$ cat config.mk
export PLATFORM = sky130hd
export DESIGN_NAME = inst_fetch_flat
export DESIGN_NICKNAME = d
export VERILOG_FILES = /design/src/rtl/inst_fetch_if.sv /design/src/rtl/inst_fetch.sv /design/src/flat_wrapper.sv
export SDC_FILE = /design/constraint.sdc
export NUM_CORES = 1
export LEC_CHECK = 0
export BUFFER_PORTS_ARGS = -buffer_cell sky130_fd_sc_hd__buf_2
export CAP_MARGIN = 5
export CORE_MARGIN = 3
export CORE_UTILIZATION = 48
export CTS_BUF_LIST = sky130_fd_sc_hd__clkbuf_8
export DETAILED_ROUTE_END_ITERATION = 10
export GPL_ROUTABILITY_DRIVEN = 0
export PLACE_DENSITY = 0.79
export SYNTH_ARGS = -nofsm -noshare
export SYNTH_HDL_FRONTEND = slang
export SYNTH_SLANG_ARGS = --single-unit
export TNS_END_PERCENT = 50
$ cat constraint.sdc
create_clock -name clk -period 1.87 [get_ports clk]
set_clock_uncertainty 0.2 [all_clocks]
set_input_delay 0.374 -clock clk [delete_from_list [all_inputs] [get_ports clk]]
set_output_delay 0.374 -clock clk [all_outputs]
set_load 0.05 [all_outputs]
$ cat src/rtl/inst_fetch_if.sv
// Fetch-unit bus: memory-controller read channel, instruction-queue output and ROB redirect.
// master = fetch unit, slave = memory controller / instruction queue / ROB side.
interface inst_fetch_if;
  logic        iq_full;
  logic        flush_en;
  logic [31:0] flush_pc;
  logic        mem_req;
  logic [31:0] mem_addr;
  logic        mem_done;
  logic [31:0] mem_inst;
  logic        inst_valid;
  logic [31:0] inst;
  logic [31:0] inst_pc;

  modport master (
    input  iq_full, flush_en, flush_pc, mem_done, mem_inst,
    output mem_req, mem_addr, inst_valid, inst, inst_pc
  );

  modport slave (
    output iq_full, flush_en, flush_pc, mem_done, mem_inst,
    input  mem_req, mem_addr, inst_valid, inst, inst_pc
  );
endinterface

$ cat src/rtl/inst_fetch.sv
// Instruction fetch with optional direct-mapped one-word-line icache (ICACHE_EN); hit emits next cycle,
// miss holds mem_req until mem_done then bypasses; iq_full stalls RUN and drops a fill's emit; rdy=0 freezes all.
module inst_fetch #(
  parameter int          IDX_W    = 8,
  parameter logic [31:0] RESET_PC = 32'h0
) (
  input  logic         clk,
  input  logic         rst,
  input  logic         rdy,
  inst_fetch_if.master bus
);
  typedef enum logic {RUN, MISS} state_t;

  state_t      state;
  logic [31:0] pc;
  logic [31:0] miss_addr;
  logic        stale;
  logic        mem_req_q;
  logic [31:0] mem_addr_q;
  logic        inst_valid_q;
  logic [31:0] inst_q;
  logic [31:0] inst_pc_q;

  logic        hit;
  logic [31:0] hit_data;
  logic        fill_emit;

  assign fill_emit = !stale && !bus.flush_en && !bus.iq_full;

`ifdef ICACHE_EN
  localparam int LINES = 1 << IDX_W;
  localparam int TAG_W = 32 - IDX_W - 2;

  logic [LINES-1:0] valid_q;
  logic [TAG_W-1:0] tag_q  [LINES];
  logic [31:0]      data_q [LINES];
  logic [IDX_W-1:0] idx;
  logic [IDX_W-1:0] fill_idx;
  logic             fill;

  assign idx      = pc[IDX_W+1:2];
  assign fill_idx = miss_addr[IDX_W+1:2];
  assign hit      = valid_q[idx] && (tag_q[idx] == pc[31:IDX_W+2]);
  assign hit_data = data_q[idx];
  // A fill completes even when the response is stale; flush never invalidates lines.
  assign fill     = rdy && (state == MISS) && bus.mem_done;

  always_ff @(posedge clk) begin
    if (rst) begin
      valid_q <= '0;
    end else if (fill) begin
      valid_q[fill_idx] <= 1'b1;
    end
  end

  always_ff @(posedge clk) begin
    if (fill && !rst) begin
      tag_q[fill_idx]  <= miss_addr[31:IDX_W+2];
      data_q[fill_idx] <= bus.mem_inst;
    end
  end
`else
  logic unused_cfg;
  assign unused_cfg = (IDX_W != 0);
  assign hit        = 1'b0;
  assign hit_data   = '0;
`endif

  always_ff @(posedge clk) begin
    if (rst) begin
      state        <= RUN;
      pc           <= RESET_PC;
      miss_addr    <= '0;
      stale        <= 1'b0;
      mem_req_q    <= 1'b0;
      mem_addr_q   <= '0;
      inst_valid_q <= 1'b0;
      inst_q       <= '0;
      inst_pc_q    <= '0;
    end else if (rdy) begin
      inst_valid_q <= 1'b0;
      case (state)
        RUN: begin
          if (bus.flush_en) begin
            pc <= bus.flush_pc;
          end else if (bus.iq_full) begin
            pc <= pc;
          end else if (hit) begin
            inst_valid_q <= 1'b1;
            inst_q       <= hit_data;
            inst_pc_q    <= pc;
            pc           <= pc + 32'd4;
          end else begin
            miss_addr  <= pc;
            stale      <= 1'b0;
            mem_req_q  <= 1'b1;
            mem_addr_q <= pc;
            state      <= MISS;
          end
        end
        MISS: begin
          // The read in flight is always allowed to finish; a redirect only marks it stale.
          if (bus.flush_en) begin
            pc    <= bus.flush_pc;
            stale <= 1'b1;
          end
          if (bus.mem_done) begin
            mem_req_q <= 1'b0;
            state     <= RUN;
            if (fill_emit) begin
              inst_valid_q <= 1'b1;
              inst_q       <= bus.mem_inst;
              inst_pc_q    <= miss_addr;
              pc           <= miss_addr + 32'd4;
            end
          end
        end
        default: state <= RUN;
      endcase
    end
  end

  assign bus.mem_req    = mem_req_q;
  assign bus.mem_addr   = mem_addr_q;
  assign bus.inst_valid = inst_valid_q;
  assign bus.inst       = inst_q;
  assign bus.inst_pc    = inst_pc_q;
endmodule

$ cat src/flat_wrapper.sv
// flat-port wrapper written by rule: the top's interface ports become plain ports
module inst_fetch_flat 
#(
  parameter int          IDX_W    = 8,
  parameter logic [31:0] RESET_PC = 32'h0
)
  (clk, rst, rdy, bus_iq_full, bus_flush_en, bus_flush_pc, bus_mem_done, bus_mem_inst, bus_mem_req, bus_mem_addr, bus_inst_valid, bus_inst, bus_inst_pc);
  inst_fetch_if bus_i ();
  input  logic clk;
  input  logic rst;
  input  logic rdy;
  input wire logic [$bits(bus_i.iq_full)-1:0] bus_iq_full;
  input wire logic [$bits(bus_i.flush_en)-1:0] bus_flush_en;
  input wire logic [$bits(bus_i.flush_pc)-1:0] bus_flush_pc;
  input wire logic [$bits(bus_i.mem_done)-1:0] bus_mem_done;
  input wire logic [$bits(bus_i.mem_inst)-1:0] bus_mem_inst;
  output wire logic [$bits(bus_i.mem_req)-1:0] bus_mem_req;
  output wire logic [$bits(bus_i.mem_addr)-1:0] bus_mem_addr;
  output wire logic [$bits(bus_i.inst_valid)-1:0] bus_inst_valid;
  output wire logic [$bits(bus_i.inst)-1:0] bus_inst;
  output wire logic [$bits(bus_i.inst_pc)-1:0] bus_inst_pc;
  assign bus_i.iq_full = bus_iq_full;
  assign bus_i.flush_en = bus_flush_en;
  assign bus_i.flush_pc = bus_flush_pc;
  assign bus_i.mem_done = bus_mem_done;
  assign bus_i.mem_inst = bus_mem_inst;
  assign bus_mem_req = bus_i.mem_req;
  assign bus_mem_addr = bus_i.mem_addr;
  assign bus_inst_valid = bus_i.inst_valid;
  assign bus_inst = bus_i.inst;
  assign bus_inst_pc = bus_i.inst_pc;
  inst_fetch #(.IDX_W(IDX_W), .RESET_PC(RESET_PC)) u_core (.clk(clk), .rst(rst), .rdy(rdy), .bus(bus_i));
endmodule
==> out/metrics.yaml <==
drive_gt1_share_pct: 33.3
fp.dieH_um: 112
power.density_nw_per_um2: 744
antenna_found_initial: 1
irDropWorstVdd_v: 0.000461
min_period_ns: 1.80
avgSynthCellArea_um2: 8.02
critical_path.slowest_cell: "dfxtp_1"
port_buffers: 167
clk_path_buf_depth: 2
clockRootBuffer: "clkbuf_8"
comb_power_share_pct: 8.9
crit_type: "reg2out"
grt_max_degree: 48
fmax_mhz: 554
worstReg2RegStart: "u_core.bus.mem_addr[3]$_SDFFE_PP0P_"
swShare_pct: 24.6
rsz0062_at_grt: "yes"
dpl.hpwl_mm: 11.3
synth-edff-count: 0
postLayoutCoreUtil_pct: 70.8
initial_core_util_pct: 50.6
p_int_uw: 4210
synth.distinct_cells: 40
drt_iter0_drc: 509
critPathTopFamily: "flip-flops"
grt.total_usage_pct: 26.0
grt_overflow: 0
worstHoldEndpoint: "u_core.pc[0]$_SDFFE_PP0P_"
clkLatencyLatePin_ns: 0.42
p_total_uw: 5590
power_frac_clock_pct: 39.3
nFillCells: 797
dr_total_vias: 5660
area_growth_pct: 39.9
p_sw_uw: 1380
status: "complete, no violations"
worstHoldStart: "bus_flush_pc[0]"
min_period_over_period_pct: 96.5
design.die.area_um2: 12500
fin_hold_ws_ns: 0.0326
crit_path_end_kind: "primary output"
reg2regPathDepth: 7
viasPerCell: 5.40
cts.sinks: 132
cap_violations: 0
ioPinCount: 168
synth_seq_cells: 132
rows: 37
clk_pin_slew_ns: 0.07
setup_violations: 0
ant_nets: 0
numCtsBuffers: 17
grt_pass1_wl_mm: 26.9
synth_ff_type: "dfxtp_1"
critPathMaxFanout: 4
power_frac_seq_pct: 51.8
hold_violations: 0
die-width_um: 112
htreeDepth: 4
max_stage_delay_ns: 0.41
first_global_vias: 5498
core_area_um2: 10600
yosysSeqAreaShare_pct: 49.2
wirelength_mm: 16.5
drc: 0
cts_tree: "built"
firstDrtPassIters: 5
async_flop_share_pct: 0
worst_pin_slew_ns: 0.555
wl_per_cell_um: 15.7
ys.warnings.count: 0
slew_viol_final: 0
crit_required_ns: 1.30
finalNetCount: 970
worstPathArrival_ns: 1.23
slew_headroom_pct: 63.0
holdPathStages: 3
path_cells: "buf_4 > clkbuf_4"
start_kind: "flop"
syn_area_um2: 5370
rr_endpoint: "u_core.pc[30]$_SDFFE_PP0P_"
hp-class: "in2reg"
syn-num-nets: 740
cp.buffers_inverters: 2
r2r_setup_slack_ns: 0.07
p_leak_uw: 0.00319
synthCells: 669
## layer usage
metal	share of wire, %	track usage [%]	routed length (µm)
met3	7.4	5.22	1220
met1	42	33.6	6960
met5	0	0	0
met4	1.8	8.76	299
met2	49	43.6	8020
## synthesized netlist by cell type (5+ instances only)
| cell | n | share of area, % |
|---|---|---|
| a2111oi_2 | 5 | 1.4 |
| a21oi_1 | 121 | 11 |
| and3_1 | 7 | 0.82 |
| and4_1 | 6 | 0.98 |
| buf_2 | 16 | 1.5 |
| clkbuf_1 | 30 | 2.1 |
| dfxtp_1 | 132 | 49 |
| inv_1 | 6 | 0.42 |
| nand2_1 | 204 | 14 |
| nand3_1 | 12 | 1.1 |
| nand4_1 | 9 | 1.0 |
| nor2_1 | 31 | 2.2 |
| o21ai_0 | 5 | 0.47 |
| o221ai_1 | 10 | 1.6 |
| xnor2_1 | 10 | 1.6 |
| xor2_1 | 16 | 2.6 |
## cell families after synthesis
group	after synthesis	synth area share, %
AO/OA/AOI/OAI	166	18.4
multiplexers	1	0.187
AND/OR/NAND/NOR	285	23.0
XOR/XNOR	26	4.24
adder cells (fa/ha/maj)	1	0.233
flip-flops	132	49.2
buffers and inverters	58	4.71
## stage by stage
| step | area, µm² | cells | setup WS [ns] | TNS (ns) |
|---|---|---|---|---|
| 2_1_floorplan | 5440 | 669 | -0.0265 | -0.0268 |
| 3_3_place_gp | 6790 | 983 | -0.0717 | -2.01 |
| 3_5_place_dp | 6790 | 983 | -0.172 | -5.66 |
| 4_1_cts | 7470 | 1046 | 0.00233 | 0 |
| 6_report | 7510 | 1049 | 0.0664 | 0 |
| 5_1_grt | 7510 | 1049 | -0.00462 | -0.00462 |
## cell usage in the layout (no fill, tap or decap), types with 4 or more instances in the layout
| cell | count |
|---|---|
| dfxtp_2 | 11 |
| clkbuf_8 | 20 |
| o21ai_1 | 4 |
| and4_1 | 4 |
| dfxtp_4 | 13 |
| buf_4 | 55 |
| nand3_1 | 11 |
| o221ai_1 | 10 |
| nand2_1 | 204 |
| and3_1 | 5 |
| a2111oi_2 | 5 |
| xor2_1 | 16 |
| inv_1 | 9 |
| o21ai_0 | 4 |
| nor2_1 | 31 |
| nand4_1 | 9 |
| dlygate4sd3_1 | 32 |
| a21oi_1 | 121 |
| dfxtp_1 | 108 |
| buf_12 | 8 |
| buf_2 | 165 |
| clkinv_2 | 4 |
| xnor2_1 | 10 |
| o22ai_1 | 4 |
## sequential cells by signal (all words and copies together) (netlist names)
signal,cells
u_core.pc,32
u_core.bus.inst,32
u_core.bus.mem_req,1
u_core.stale,1
u_core.bus.inst_valid,1
u_core.bus.inst_pc,32
u_core.bus.mem_addr,32
u_core.state,1
## worst register-to-register path, stage by stage, from the launching register on
cell,delay (ns)
dfxtp_4,0.35
ha_2,0.18
and3_4,0.20
nand4_1,0.18
buf_4,0.20
nor3_2,0.16
xnor2_1,0.14
a21oi_1,0.08
## power groups by stage
stage / clock network, µW / registers (µW) / logic, µW
2_1_floorplan: 0 / 3000 / 181
3_3_place_gp: 0 / 2950 / 425
3_5_place_dp: 0 / 2960 / 436
4_1_cts: 2220 / 2890 / 488
5_1_grt: 2380 / 2900 / 533
6_report: 2190 / 2900 / 497
## worst max-delay path by stage
| stage | start | endpoint | slack (ns) | depth (start not counted) |
|---|---|---|---|---|
| 3_5_place_dp | bus_iq_full | u_core.bus.inst_pc[3]$_SDFFE_PP0P_ | -0.17 | 6 |
| 5_1_grt | u_core.bus.mem_addr[22]$_SDFFE_PP0P_ | u_core.pc[31]$_SDFFE_PP0P_ | -0.005 | 5 |
| 6_report | u_core.bus.mem_addr[26]$_SDFFE_PP0P_ | bus_mem_addr[26] | 0.07 | 2 |
| 2_1_floorplan | u_core.bus.mem_addr[18]$_SDFFE_PP0P_ | u_core.pc[31]$_SDFFE_PP0P_ | -0.03 | 6 |
| 4_1_cts | u_core.bus.mem_addr[2]$_SDFFE_PP0P_ | u_core.pc[16]$_SDFFE_PP0P_ | 0.002 | 6 |
| 3_3_place_gp | bus_iq_full | u_core.bus.inst[20]$_SDFFE_PP0P_ | -0.07 | 6 |
## area by class of cell
class | count | area (µm²) | area share [%]
Clock buffer | 20 | 275 | 3.67
Tap cell | 136 | 170 | 2.27
Multi-Input combinational cell | 479 | 2500 | 33.3
Timing Repair Buffer | 262 | 1740 | 23.1
Inverter | 7 | 26.3 | 0.350
Antenna cell | 1 | 2.50 | 0.0333
Sequential cell | 132 | 2710 | 36.0
Clock inverter | 12 | 87.6 | 1.17
## repair_timing
| action | CTS | global route |
|---|---|---|
| buffers inserted | 0 | 1 |
| pin swaps | 0 | 6 |
| hold endpoints to repair | 31 | 1 |
| resized for setup | 3 | 7 |
| hold buffers | 31 | 1 |
| setup endpoints to repair | 2 | 18 |
No activity file was read; power rests on OpenSTA's default activity.
